==> src/rtl/trng_share_arb_pkg.sv <==
`default_nettype none
// ============================================================================
// Module  : trng_share_arb_pkg
// Brief   : Shared types, defaults and helpers for the TRNG share arbiter.
// Revision: 1.0 - initial release
// ============================================================================
package trng_share_arb_pkg;

   typedef enum logic [1:0] {
      ST_IDLE = 2'd0,
      ST_GEN  = 2'd1,
      ST_DONE = 2'd2,
      ST_FAIL = 2'd3
   } state_e;

   localparam int C_DEF_W   = 64;
   localparam int C_DEF_TMO = 255;
   localparam int C_CNT_W   = 8;

   // Index width for v items; callers guarantee v >= 2.
   function automatic int clog2(input int v);
      int r;
      r = 0;
      for (int i = 0; i < 31; i++) begin
         if ((32'sd1 <<< i) < v) r = i + 1;
      end
      return r;
   endfunction

endpackage
`default_nettype wire

==> src/rtl/trng_share_arb_rr_pick.sv <==
`default_nettype none
// ============================================================================
// Module  : rr_pick
// Brief   : Combinational round-robin picker; search starts just after ptr.
// Revision: 1.0 - initial release
// ============================================================================
module rr_pick
   import trng_share_arb_pkg::*;
#(
   parameter int N  = 4,
   parameter int PW = clog2(N)
) (
   input  logic [N-1:0]  req,
   input  logic [PW-1:0] ptr,
   output logic [PW-1:0] gnt,
   output logic          vld
);

   logic [PW-1:0] w_idx;

   // Walk from the farthest slot back to the nearest so the nearest set bit wins.
   always_comb begin
      gnt   = '0;
      vld   = 1'b0;
      w_idx = '0;
      for (int i = N; i >= 1; i--) begin
         w_idx = PW'((int'(ptr) + i) % N);
         if (req[w_idx]) begin
            gnt = w_idx;
            vld = 1'b1;
         end
      end
   end

endmodule
`default_nettype wire

==> src/rtl/trng_share_arb.sv <==
`default_nettype none
// ============================================================================
// Module  : trng_share_arb
// Brief   : Round-robin sharing of one trng_reg among N coprocessor requesters.
// Revision: 1.0 - initial release
// ============================================================================
module trng_share_arb
   import trng_share_arb_pkg::*;
#(
   parameter int N   = 4,
   parameter int W   = C_DEF_W,
   parameter int TMO = C_DEF_TMO
) (
   input  logic                cop_clk,
   input  logic                cop_rst_n,
   input  logic [N-1:0]        req,
   output logic [N-1:0]        ack,
   output logic [N-1:0]        err,
   output logic [W-1:0]        rdn_out,
   output logic [clog2(N)-1:0] owner,
   output logic                busy,
   output logic                trn_gen,
   input  logic                trn_rdy,
   input  logic [W-1:0]        trn_rdn
);

   localparam int PW = clog2(N);

   state_e             r_state, w_state_nxt;
   logic [PW-1:0]      r_ptr, w_ptr_nxt;
   logic [PW-1:0]      r_owner, w_owner_nxt;
   logic [C_CNT_W-1:0] r_cnt, w_cnt_nxt;
   logic [N-1:0]       r_ack, w_ack_nxt;
   logic [N-1:0]       r_err, w_err_nxt;
   logic [W-1:0]       r_rdn, w_rdn_nxt;
   logic               r_gen, w_gen_nxt;
   logic               r_busy, w_busy_nxt;
   logic [PW-1:0]      w_pick_idx;
   logic               w_pick_vld;

   rr_pick #(
      .N  (N),
      .PW (PW)
   ) u_rr_pick (
      .req (req),
      .ptr (r_ptr),
      .gnt (w_pick_idx),
      .vld (w_pick_vld)
   );

   // Outputs are computed one cycle ahead and registered, so ack/err/rdn_out
   // are high during DONE/FAIL while the decision used req in the last GEN cycle.
   always_comb begin
      w_state_nxt = r_state;
      w_ptr_nxt   = r_ptr;
      w_owner_nxt = r_owner;
      w_cnt_nxt   = r_cnt;
      w_ack_nxt   = '0;
      w_err_nxt   = '0;
      w_rdn_nxt   = '0;
      w_gen_nxt   = 1'b0;
      unique case (r_state)
         ST_IDLE: begin
            if (w_pick_vld) begin
               w_owner_nxt = w_pick_idx;
               w_cnt_nxt   = '0;
               w_gen_nxt   = 1'b1;
               w_state_nxt = ST_GEN;
            end
         end
         ST_GEN: begin
            w_gen_nxt = 1'b1;
            w_cnt_nxt = r_cnt + C_CNT_W'(1);
            if (trn_rdy) begin
               w_gen_nxt   = 1'b0;
               w_state_nxt = ST_DONE;
               if (req[r_owner]) begin
                  w_ack_nxt[r_owner] = 1'b1;
                  w_rdn_nxt          = trn_rdn;
               end
            end else if (r_cnt == C_CNT_W'(TMO)) begin
               w_gen_nxt          = 1'b0;
               w_err_nxt[r_owner] = 1'b1;
               w_state_nxt        = ST_FAIL;
            end
         end
         ST_DONE, ST_FAIL: begin
            w_ptr_nxt   = r_owner;
            w_state_nxt = ST_IDLE;
         end
         default: begin
            w_state_nxt = ST_IDLE;
            w_ptr_nxt   = PW'(N - 1);
            w_owner_nxt = '0;
            w_cnt_nxt   = '0;
         end
      endcase
      w_busy_nxt = (w_state_nxt != ST_IDLE);
   end

   always_ff @(posedge cop_clk or negedge cop_rst_n) begin
      if (!cop_rst_n) begin
         r_state <= ST_IDLE;
         r_ptr   <= PW'(N - 1);
         r_owner <= '0;
         r_cnt   <= '0;
         r_ack   <= '0;
         r_err   <= '0;
         r_rdn   <= '0;
         r_gen   <= 1'b0;
         r_busy  <= 1'b0;
      end else begin
         r_state <= w_state_nxt;
         r_ptr   <= w_ptr_nxt;
         r_owner <= w_owner_nxt;
         r_cnt   <= w_cnt_nxt;
         r_ack   <= w_ack_nxt;
         r_err   <= w_err_nxt;
         r_rdn   <= w_rdn_nxt;
         r_gen   <= w_gen_nxt;
         r_busy  <= w_busy_nxt;
      end
   end

   assign ack     = r_ack;
   assign err     = r_err;
   assign rdn_out = r_rdn;
   assign owner   = r_owner;
   assign busy    = r_busy;
   assign trn_gen = r_gen;

endmodule
`default_nettype wire

==> config.mk <==
export PLATFORM = sky130hd
export DESIGN_NAME = trng_share_arb
export DESIGN_NICKNAME = d
export VERILOG_FILES = /design/src/rtl/trng_share_arb_pkg.sv /design/src/rtl/trng_share_arb_rr_pick.sv /design/src/rtl/trng_share_arb.sv
export SDC_FILE = /design/constraint.sdc
export NUM_CORES = 1
export LEC_CHECK = 0
export BUFFER_PORTS_ARGS = -buffer_cell sky130_fd_sc_hd__buf_2
export CORE_UTILIZATION = 46
export DETAILED_ROUTE_END_ITERATION = 8
export GPL_TIMING_DRIVEN = 0
export HOLD_SLACK_MARGIN = 0.05
export PLACE_DENSITY = 0.76
export SLEW_MARGIN = 20
export SYNTH_ARGS = -nofsm -noshare
export SYNTH_HDL_FRONTEND = slang
export SYNTH_HIERARCHICAL = 1
export SYNTH_SLANG_ARGS = --single-unit
==> constraint.sdc <==
create_clock -name cop_clk -period 2.35 [get_ports cop_clk]
set_input_delay 0.1175 -clock cop_clk [delete_from_list [all_inputs] [get_ports cop_clk]]
set_output_delay 0.1175 -clock cop_clk [all_outputs]
set_load 0.005 [all_outputs]
; Word level (Yosys, flattened, before mapping)
; Cells that the tools add are included.
[word_totals]
regBits = 88
inputBits = 71
wordCells = 71
[classes]
add_sub_neg = 5
magnitude_cmp = 6
n_eq_ne = 5
n_mux = 39
n_reduce_logical = 7
[op_table]
columns = operator, count
row1 = 64-bit 2-to-1 mux, 3
row2 = 4-bit 2-to-1 mux, 6
row3 = 8-bit case mux with 2 select lines, 1
row4 = 2-bit by 3-bit < comparator with 1-bit output (second input constant), 5
row5 = 2-bit 2-to-1 mux, 7
row6 = 1-bit 2-to-1 mux, 13
row7 = 1-bit binary-select mux with 2-bit select, 5
row8 = 8-bit by 1-bit adder with 8-bit output (second input constant), 1
row9 = 8-bit equality test (second input constant), 1
row10 = 8-bit 2-to-1 mux, 1
row11 = 2-bit case mux with 3 select lines, 1
row12 = 2-bit by 1-bit adder with 2-bit output (second input constant), 2
row13 = 2-bit adder (second input constant), 2
row14 = 2-bit equality test (second input constant), 2
row15 = 2-bit AND reduction, 2
row16 = 2-bit nonzero test, 2
row17 = 1-bit demux with 2-bit select, 1
row18 = 2-bit by 1-bit equality test with 1-bit output (second input constant), 1
row19 = 2-bit by 1-bit >= comparator with 1-bit output (second input constant), 1
row20 = 2-bit zero test, 1
row21 = 2-bit by 1-bit != test with 1-bit output (second input constant), 1
row22 = 1-bit case mux with 2 select lines, 1
row23 = 2-bit OR reduction, 1
row24 = 1-bit logical AND, 1

; Depth between registers and ports, before layout
; Gate-level depths: netlist of the first run.
[depth]
depth_word = 10
depth_mapped = 6
ltp_nobuf = 5

; Modules after synthesis
; The synthesis of the first run kept the hierarchy.
[modules_own_cells]
columns = mod, instances, cells_per_inst, area_each_um2, seq_area_each_um2
row1 = trng_share_arb, 1, 227, 3108.0, 2204.6
row2 = rr_pick, 1, 14, 91.3, 0.0

; Worst setup path before layout of the first run
; No wires, ideal clock.
[synth_path]
path_type = register to register
startpoint = register r_state[1]
endpoint = register r_err[2], in the netlist err[2]
setup_time_ns = 0.080
arrival_time_ns = 1.622
path_slack_ns = 0.648
path_stages_with_launch = 5
path_buffers = 1
path_cell_list = dfrtp_1 buf_6 or3b_1 or4_4 nor3b_2
[synth_via]
elab_chain_len = 2
[synth_lines]
columns = item, line
row1 = start: declaration, trng_share_arb.sv:29  ; state_e r_state, w_state_nxt;
row2 = start signal: assignment, trng_share_arb.sv:113  ; r_state <= w_state_nxt;
row3 = 2-bit by 1-bit equality test with 1-bit output, trng_share_arb.sv:62  ; unique case (r_state)
row4 = 4-bit 2-to-1 mux, trng_share_arb.sv:62
row5 = net w_err_nxt[2], trng_share_arb.sv:34  ; logic [N-1:0] r_err, w_err_nxt;
row6 = end signal: assignment, trng_share_arb.sv:118  ; r_err <= w_err_nxt;
row7 = end: declaration, trng_share_arb.sv:34
; The timed path passes the listed nets, and every way through them passes these cells.
; A chain may end at the register's enable or synchronous reset.

; Worst setup path in the final report of the first run
[layout_path]
startpoint = register r_owner[0], in the netlist owner[0]
endpoint = register r_rdn[57], in the netlist rdn_out[57]
[layout_via]
elab_chain_len = 5
[layout_lines]
columns = item, line
row1 = start: declaration, trng_share_arb.sv:31  ; logic [PW-1:0] r_owner, w_owner_nxt;
row2 = start signal: assignment, trng_share_arb.sv:115  ; r_owner <= w_owner_nxt;
row3 = 1-bit binary-select mux with 2-bit select, trng_share_arb.sv:77  ; if (req[r_owner]) begin
row4 = 1-bit 2-to-1 mux (implied by the code), trng_share_arb.sv:77
row5 = 64-bit 2-to-1 mux, trng_share_arb.sv:77
row6 = 64-bit 2-to-1 mux, trng_share_arb.sv:74  ; if (trn_rdy) begin
row7 = 64-bit 2-to-1 mux, trng_share_arb.sv:62
row8 = net w_rdn_nxt[57], trng_share_arb.sv:35  ; logic [W-1:0] r_rdn, w_rdn_nxt;
row9 = end signal: assignment, trng_share_arb.sv:119  ; r_rdn <= w_rdn_nxt;
row10 = end: declaration, trng_share_arb.sv:35
; The timed path passes the listed nets, and every way through them passes these cells. The select of a mux whose other input is x is not followed.

==> flow_metrics.py, run 1 <==
metrics = {
    "status": {
        "outcome": "finished, final reports clean",
    },
    "timing": {
        "rsz_0062_raised_after_global_routing": "no",
        "tightestPinTransition_ns": 0.558,
        "timing.clock.skew_ns": 0.0113,
        "setup_viol_count_final": 0,
        "max_freq_mhz": 501,
        "final_total_negative_setup_slack_ns": 0,
        "finalCritPeriodShare": 0.850,
        "timing.final.max_slew_violations": 0,
        "timing.final.hold_violations": 0,
        "finalCriticalPeriod_ns": 2.00,
        "timing.slew.headroom": 0.628,
    },
    "synth": {
        "post_synth_inst_count": 241,
        "yosys_register_bits": 88,
        "syn_avg_cell_area_um2": 13.3,
        "ys_async_sr_fraction": 1.00,
        "ys_types": 38,
        "synth_area_leaders": "dfrtp_1 (67%), and2_1 (13%), nand2_1 (2.0%)",
        "ys_dominant_reg_cell": "dfrtp_1",
        "netlist_top_cells_count": "dfrtp_1 (86), and2_1 (64), nand2_1 (17)",
        "synth_edf_count": 0,
        "synthesis_warnings": 6,
        "synth_most_common_cell": "dfrtp_1",
        "synthesis.area_um2": 3200,
        "synth_seq_area_share": 0.689,
        "syn_nets": 313,
        "netlist.area_leader.share": 0.673,
        "synth.largest_area_cell": "dfrtp_1",
    },
    "floorplanning": {
        "floorplan.core_area_um2": 6760,
        "placement_rows": 30,
        "die_width_um": 85.4,
        "initial_core_util": 0.474,
        "floorplan.die.height_um": 85.4,
        "floorplan_die_area_um2": 7290,
        "ioPinCount": 147,
    },
    "critical_path": {
        "worst-endpoint-required_ns": 2.65,
        "cpPeakStageDelay_ns": 0.42,
        "crit_slowest_cell": "dfrtp_1",
        "critical_path_end_type": "flip-flop",
        "crit_type": "reg -> reg",
        "critical_path_arrival_ns": 2.29,
        "r2r-end": "rdn_out[57]$_DFF_PN0_",
        "rr_worst_depth": 5,
        "reg2reg_setup_slack_ns": 0.35,
        "cp_most_frequent_cell": "clkbuf_1",
        "cp-start-kind": "flip-flop",
        "crit-reg2reg-launch": "owner[0]$_DFFE_PN0P_",
        "path_max_fanout": 10,
        "crit_path_cell_trace": "mux4_2 > and3_1 > clkbuf_1 > clkbuf_1 > and2_1",
    },
    "place": {
        "total_placed_instance_area_um2": 4060,
        "io_buffers": 146,
        "globalplace.congestion": 0.840,
        "place_inst": 468,
        "dp_hpwl_um": 4920,
    },
    "min_path": {
        "hold_path_depth": 4,
        "hold_end": "owner[0]$_DFFE_PN0P_",
        "worst_hold_start": "req[0]",
        "timing.hold.worst.class": "in -> reg",
    },
    "detailed_routing": {
        "met2_wire_length_um": 4660,
        "vias_per_cell": 4.81,
        "drt-initial-drc-count": 70,
        "route.detailed.drc": 0,
        "met3WireLength_um": 588,
        "vias": 2645,
        "routed_metal_1_wire_length_um": 3300,
        "route.detailed.wl_per_inst_um": 16.2,
        "detailed_route_wl_um": 8890,
        "detailed_routing_iteration_count_for_the_pre_antenna_repair_pass": 4,
        "antenna_violating_nets_post_route": 0,
        "highest-signal-layer": "met4",
    },
    "clocking": {
        "clock_insertion_delay_worst_skew_ns": 0.36,
        "cts-root-to-sink-buffers": 2,
        "postCtsSetupRepairBufs": 0,
        "clock_transition_time_at_the_flip_flop_clock_pins_of_the_worst_setup_and_hold_paths_ns": 0.09,
        "tritoncts_clock_tree": "done",
        "cts_max_level": 3,
        "cts_buffers": 9,
        "clock_tree.root_cell": "clkbuf_8",
        "clock_net_sink_count": 88,
    },
    "cells_and_area": {
        "nNetsFinal": 537,
        "flow.area_growth_from_synthesis_pct": 52.9,
        "final_util": 0.724,
        "final_layout_size_suffix_gt1_frac": 0.385,
        "post-route-cell-area_um2": 4890,
        "layoutNonFillerInstCount": 550,
        "antennaDiodeCount": 0,
    },
    "grt": {
        "first_global_vias": 2760,
        "global_route_wire_length_before_repair_um": 13600,
        "global_route.overflow_total": 0,
        "grt_max_degree": 47,
        "grt_use_total": 0.254,
        "initial_antenna_violation_count": 0,
    },
    "pwr": {
        "total_power_w": 0.00388,
        "power_per_cell_area_nw_per_um2": 793,
        "static-leakage-power_nw": 2.68,
        "ir_drop_mv": 0.367,
    },
    "job": {
        "max-cap-violations": 0,
    },
}
==> cell usage in the layout (no fill, tap or decap), types with 6 or more instances in the layout <==
| cell | netlist | final |
|---|---|---|
| buf_2 | 0 | 145 |
| dfrtp_1 | 86 | 86 |
| dlygate4sd3_1 | 0 | 66 |
| and2_1 | 64 | 64 |
| nand2_1 | 17 | 17 |
| clkbuf_8 | 1 | 10 |
| clkbuf_1 | 7 | 8 |
| nor2_1 | 6 | 6 |
==> registers in the layout (all words and copies together), names as in the netlist <==
| register | cells |
|---|---|
| r_ptr | 2 |
| r_state | 2 |
| trn_gen | 1 |
| r_cnt | 8 |
| err | 4 |
| owner | 2 |
| rdn_out | 64 |
| ack | 4 |
| busy | 1 |
==> worst max path at each step <==
stage	end	cells after the start	start
after floorplan	err[2]$_DFF_PN0_	4	r_state[1]$_DFF_PN0_
after global placement	rdn_out[44]$_DFF_PN0_	5	owner[0]$_DFFE_PN0P_
after detailed placement	rdn_out[43]$_DFF_PN0_	5	owner[0]$_DFFE_PN0P_
after CTS	rdn_out[43]$_DFF_PN0_	5	owner[0]$_DFFE_PN0P_
after global routing	rdn_out[43]$_DFF_PN0_	5	owner[0]$_DFFE_PN0P_
final	rdn_out[57]$_DFF_PN0_	5	owner[0]$_DFFE_PN0P_
==> kinds of logic (layout without fill, tap and decap cells) <==
family,Yosys count,count (layout),share of synthesized area
buffers and inverters,14,243,0.0242
multiplexers,8,8,0.0305
AO/OA/AOI/OAI,16,16,0.0375
AND/OR/NAND/NOR,114,114,0.215
flip-flops,88,88,0.689
adder cells (fa/ha/maj),1,1,0.00391
==> per-stage QoR <==
step	worst slack (ns)	hold slack, ns
floorplan	0.648	-0.178
global route	0.175	0.171
CTS	0.385	0.112
global placement	0.400	0.324
detailed placement	0.403	0.146
finish	0.353	0.122
==> routing by layer <==
layer | track usage | vias to the layer above
met5 | 0 | -
met4 | 0.117 | 0
met3 | 0.0817 | 29
met2 | 0.459 | 117
met1 | 0.269 | 1273
li1 | - | 1226
==> critical path: cells and delay by family (launching register included) <==
kind	cells	cell delay (ns)
buffers and inverters	2	0.67
and+or+nand+nor	2	0.51
DFF	1	0.42
muxes	1	0.34
==> power breakdown <==
group          leakage [nW]  switching, W  internal, W
clock                0.0870      0.000547     0.000390
sequential             1.19      0.000127      0.00176
combinational          1.40      0.000507     0.000545
==> final cells by class <==
cell class	instances	area, um2
fillers	445	1860
well taps	80	100
repair buffers	213	1420
plain buffers	11	66.3
multi-input cells	139	917
clock buffers	10	128
clock inverters	6	43.8
flip-flops and latches	88	2200
inverters	3	11.3
==> timing repair <==
| item | in CTS | in global routing |
|---|---|---|
| gates resized for setup | 0 | 0 |
| hold buffers | 66 | 0 |
| endpoints found under the hold margin | 107 | 0 |
Power figures use the tool's default switching activity.
==> run 2, diff against run 1 <==
==> constraint.sdc (replaced) <==
create_clock -name cop_clk -period 2 [get_ports cop_clk]
set_input_delay 0.1 -clock cop_clk [delete_from_list [all_inputs] [get_ports cop_clk]]
set_output_delay 0.1 -clock cop_clk [all_outputs]
set_load 0.005 [all_outputs]
==> run 2 against run 1 <==
  * Final cell count is 0.18% lower
  * Total power is 17% higher
  * Die area stayed put
  * Wire length about the same
  * Critical endpoint is now rdn_out[11]$_DFF_PN0_
  * Register-to-register slack worse by 0.22 ns
  * Fmax up 6.8%
  * First-iteration DRC count shrank 14%
  * Clock-buffer cell count stayed put
  * Non-clock buffer count is 1 lower
  * Sequential power rose by 17%
  * Setup slack got worse by 0.22 ns
  * Global-route usage is the same
==> flow_metrics.py, run 2 (synthesized netlist as in run 1, its figures left out) <==
metrics = {
    "grt": {
        "initial_antenna_violation_count": 0,
        "grt_max_degree": 47,
        "global_route.overflow_total": 0,
        "global_route_wire_length_before_repair_um": 13600,
        "grt_use_total": 0.254,
        "first_global_vias": 2760,
    },
    "pwr": {
        "static-leakage-power_nw": 2.69,
        "power_per_cell_area_nw_per_um2": 932,
        "ir_drop_mv": 0.431,
    },
    "clocking": {
        "postCtsSetupRepairBufs": 0,
        "clock_transition_time_at_the_flip_flop_clock_pins_of_the_worst_setup_and_hold_paths_ns": 0.09,
        "cts_max_level": 3,
        "clock_net_sink_count": 88,
        "clock_insertion_delay_worst_skew_ns": 0.36,
        "cts-root-to-sink-buffers": 2,
        "tritoncts_clock_tree": "done",
        "cts_buffers": 9,
        "clock_tree.root_cell": "clkbuf_8",
    },
    "cells_and_area": {
        "flow.area_growth_from_synthesis_pct": 52.9,
        "multi_input_area_um2": 917,
        "layout_commonest_cell": "buf_2",
        "fill_cells": 445,
        "largest_register_ffs": 64,
        "mostFrequentLayoutCells": "buf_2 (145), dfrtp_1 (86), dlygate4sd3_1 (66)",
        "layoutNonFillerInstCount": 549,
        "area.sequential_um2": 2200,
        "antennaDiodeCount": 0,
        "nNetsFinal": 536,
        "final_layout_size_suffix_gt1_frac": 0.390,
    },
    "timing": {
        "final_total_negative_setup_slack_ns": 0,
        "finalCriticalPeriod_ns": 1.87,
        "setup_viol_count_final": 0,
        "rsz_0062_raised_after_global_routing": "no",
        "timing.clock.skew_ns": 0.0125,
        "timing.final.max_slew_violations": 0,
        "timing.final.hold_violations": 0,
        "finalCritPeriodShare": 0.935,
        "timing.slew.headroom": 0.632,
        "max_freq_mhz": 535,
        "tightestPinTransition_ns": 0.552,
    },
    "place": {
        "io_buffers": 146,
        "globalplace.congestion": 0.840,
        "dp_hpwl_um": 4920,
        "place_inst": 468,
    },
    "critical_path": {
        "critical_path_arrival_ns": 2.13,
        "path_max_fanout": 14,
        "cp-start-kind": "flip-flop",
        "worst-endpoint-required_ns": 2.26,
        "crit_type": "reg -> reg",
        "critical_path_end_type": "flip-flop",
    },
    "detailed_routing": {
        "vias_per_cell": 4.83,
        "antenna_violating_nets_post_route": 0,
        "detailed_route_wl_um": 8890,
        "drt-initial-drc-count": 60,
        "routed_metal_1_wire_length_um": 3260,
        "met2_wire_length_um": 4690,
        "vias": 2652,
        "detailed_routing_iteration_count_for_the_pre_antenna_repair_pass": 4,
        "route.detailed.wl_per_inst_um": 16.2,
        "met3WireLength_um": 585,
        "highest-signal-layer": "met4",
        "route.detailed.drc": 0,
    },
    "floorplanning": {
        "die_width_um": 85.4,
        "floorplan.core_area_um2": 6760,
        "ioPinCount": 147,
        "floorplan_die_area_um2": 7290,
        "floorplan.die.height_um": 85.4,
        "placement_rows": 30,
        "initial_core_util": 0.474,
    },
    "min_path": {
        "timing.hold.worst.class": "in -> reg",
    },
    "job": {
        "max-cap-violations": 0,
    },
    "status": {
        "outcome": "finished, final reports clean",
    },
}
-- run 2: worst max-delay path: stages (launching register included) --
cell,delay (ns)
dfrtp_1,0.40
mux4_2,0.51
and3_1,0.35
clkbuf_1,0.28
and2_1,0.23
-- run 2: final timing paths --
path / startpoint / to / slack (ns) / depth (start not counted)
min in group asynchronous: cop_rst_n / rdn_out[12]$_DFF_PN0_ / 0.27 / 2
worst max register to register: owner[0]$_DFFE_PN0P_ / rdn_out[11]$_DFF_PN0_ / 0.13 / 4
max in group asynchronous: cop_rst_n / r_ptr[0]$_DFFE_PN1P_ / 1.04 / 3
worst min-delay path: req[0] / owner[0]$_DFFE_PN0P_ / 0.10 / 4
worst max-delay path: owner[0]$_DFFE_PN0P_ / rdn_out[11]$_DFF_PN0_ / 0.13 / 4
worst min register to register: r_cnt[7]$_DFFE_PN0P_ / r_cnt[7]$_DFFE_PN0P_ / 0.56 / 2
-- run 2: area by class of cell --
cell class / count / share of cell area
well taps: 80 / 0.0205
clock buffers: 10 / 0.0261
flip-flops and latches: 88 / 0.451
inverters: 3 / 0.00230
clock inverters: 6 / 0.00895
repair buffers: 213 / 0.291
multi-input cells: 139 / 0.188
plain buffers: 10 / 0.0133
-- run 2: what timing repair did --
action                                  CTS  global route
gates resized for setup                   0             4
endpoints found under the setup margin    0            20
hold buffers                             66             0
hold endpoints to repair                107             0
-- run 2: routing by layer --
layer  vias up  track usage
met1      1281        0.269
met4         0        0.117
li1       1222            -
met5         -            0
met3        30       0.0817
met2       119        0.459
-- run 2: where the power goes --
part           internal [W]  leakage (nW)  switching (W)
Combinational      0.000641          1.41       0.000595
Sequential          0.00207          1.19       0.000150
Clock              0.000458        0.0870       0.000642
Total               0.00317          2.69        0.00139
-- run 2: through the flow --
stage | power, W | setup slack, ns | cell area, um2 | util | hold slack (ns)
6_report | 0.00456 | 0.130 | 4890 | 0.724 | 0.104
3_3_place_gp | 0.00331 | 0.0496 | 4030 | 0.596 | 0.306
3_5_place_dp | 0.00335 | 0.0527 | 4060 | 0.601 | 0.129
4_1_cts | 0.00454 | 0.0354 | 4890 | 0.724 | 0.0943
2_1_floorplan | 0.00287 | 0.298 | 3200 | - | -0.196
5_1_grt | 0.00481 | 0.0301 | 4890 | 0.724 | 0.153
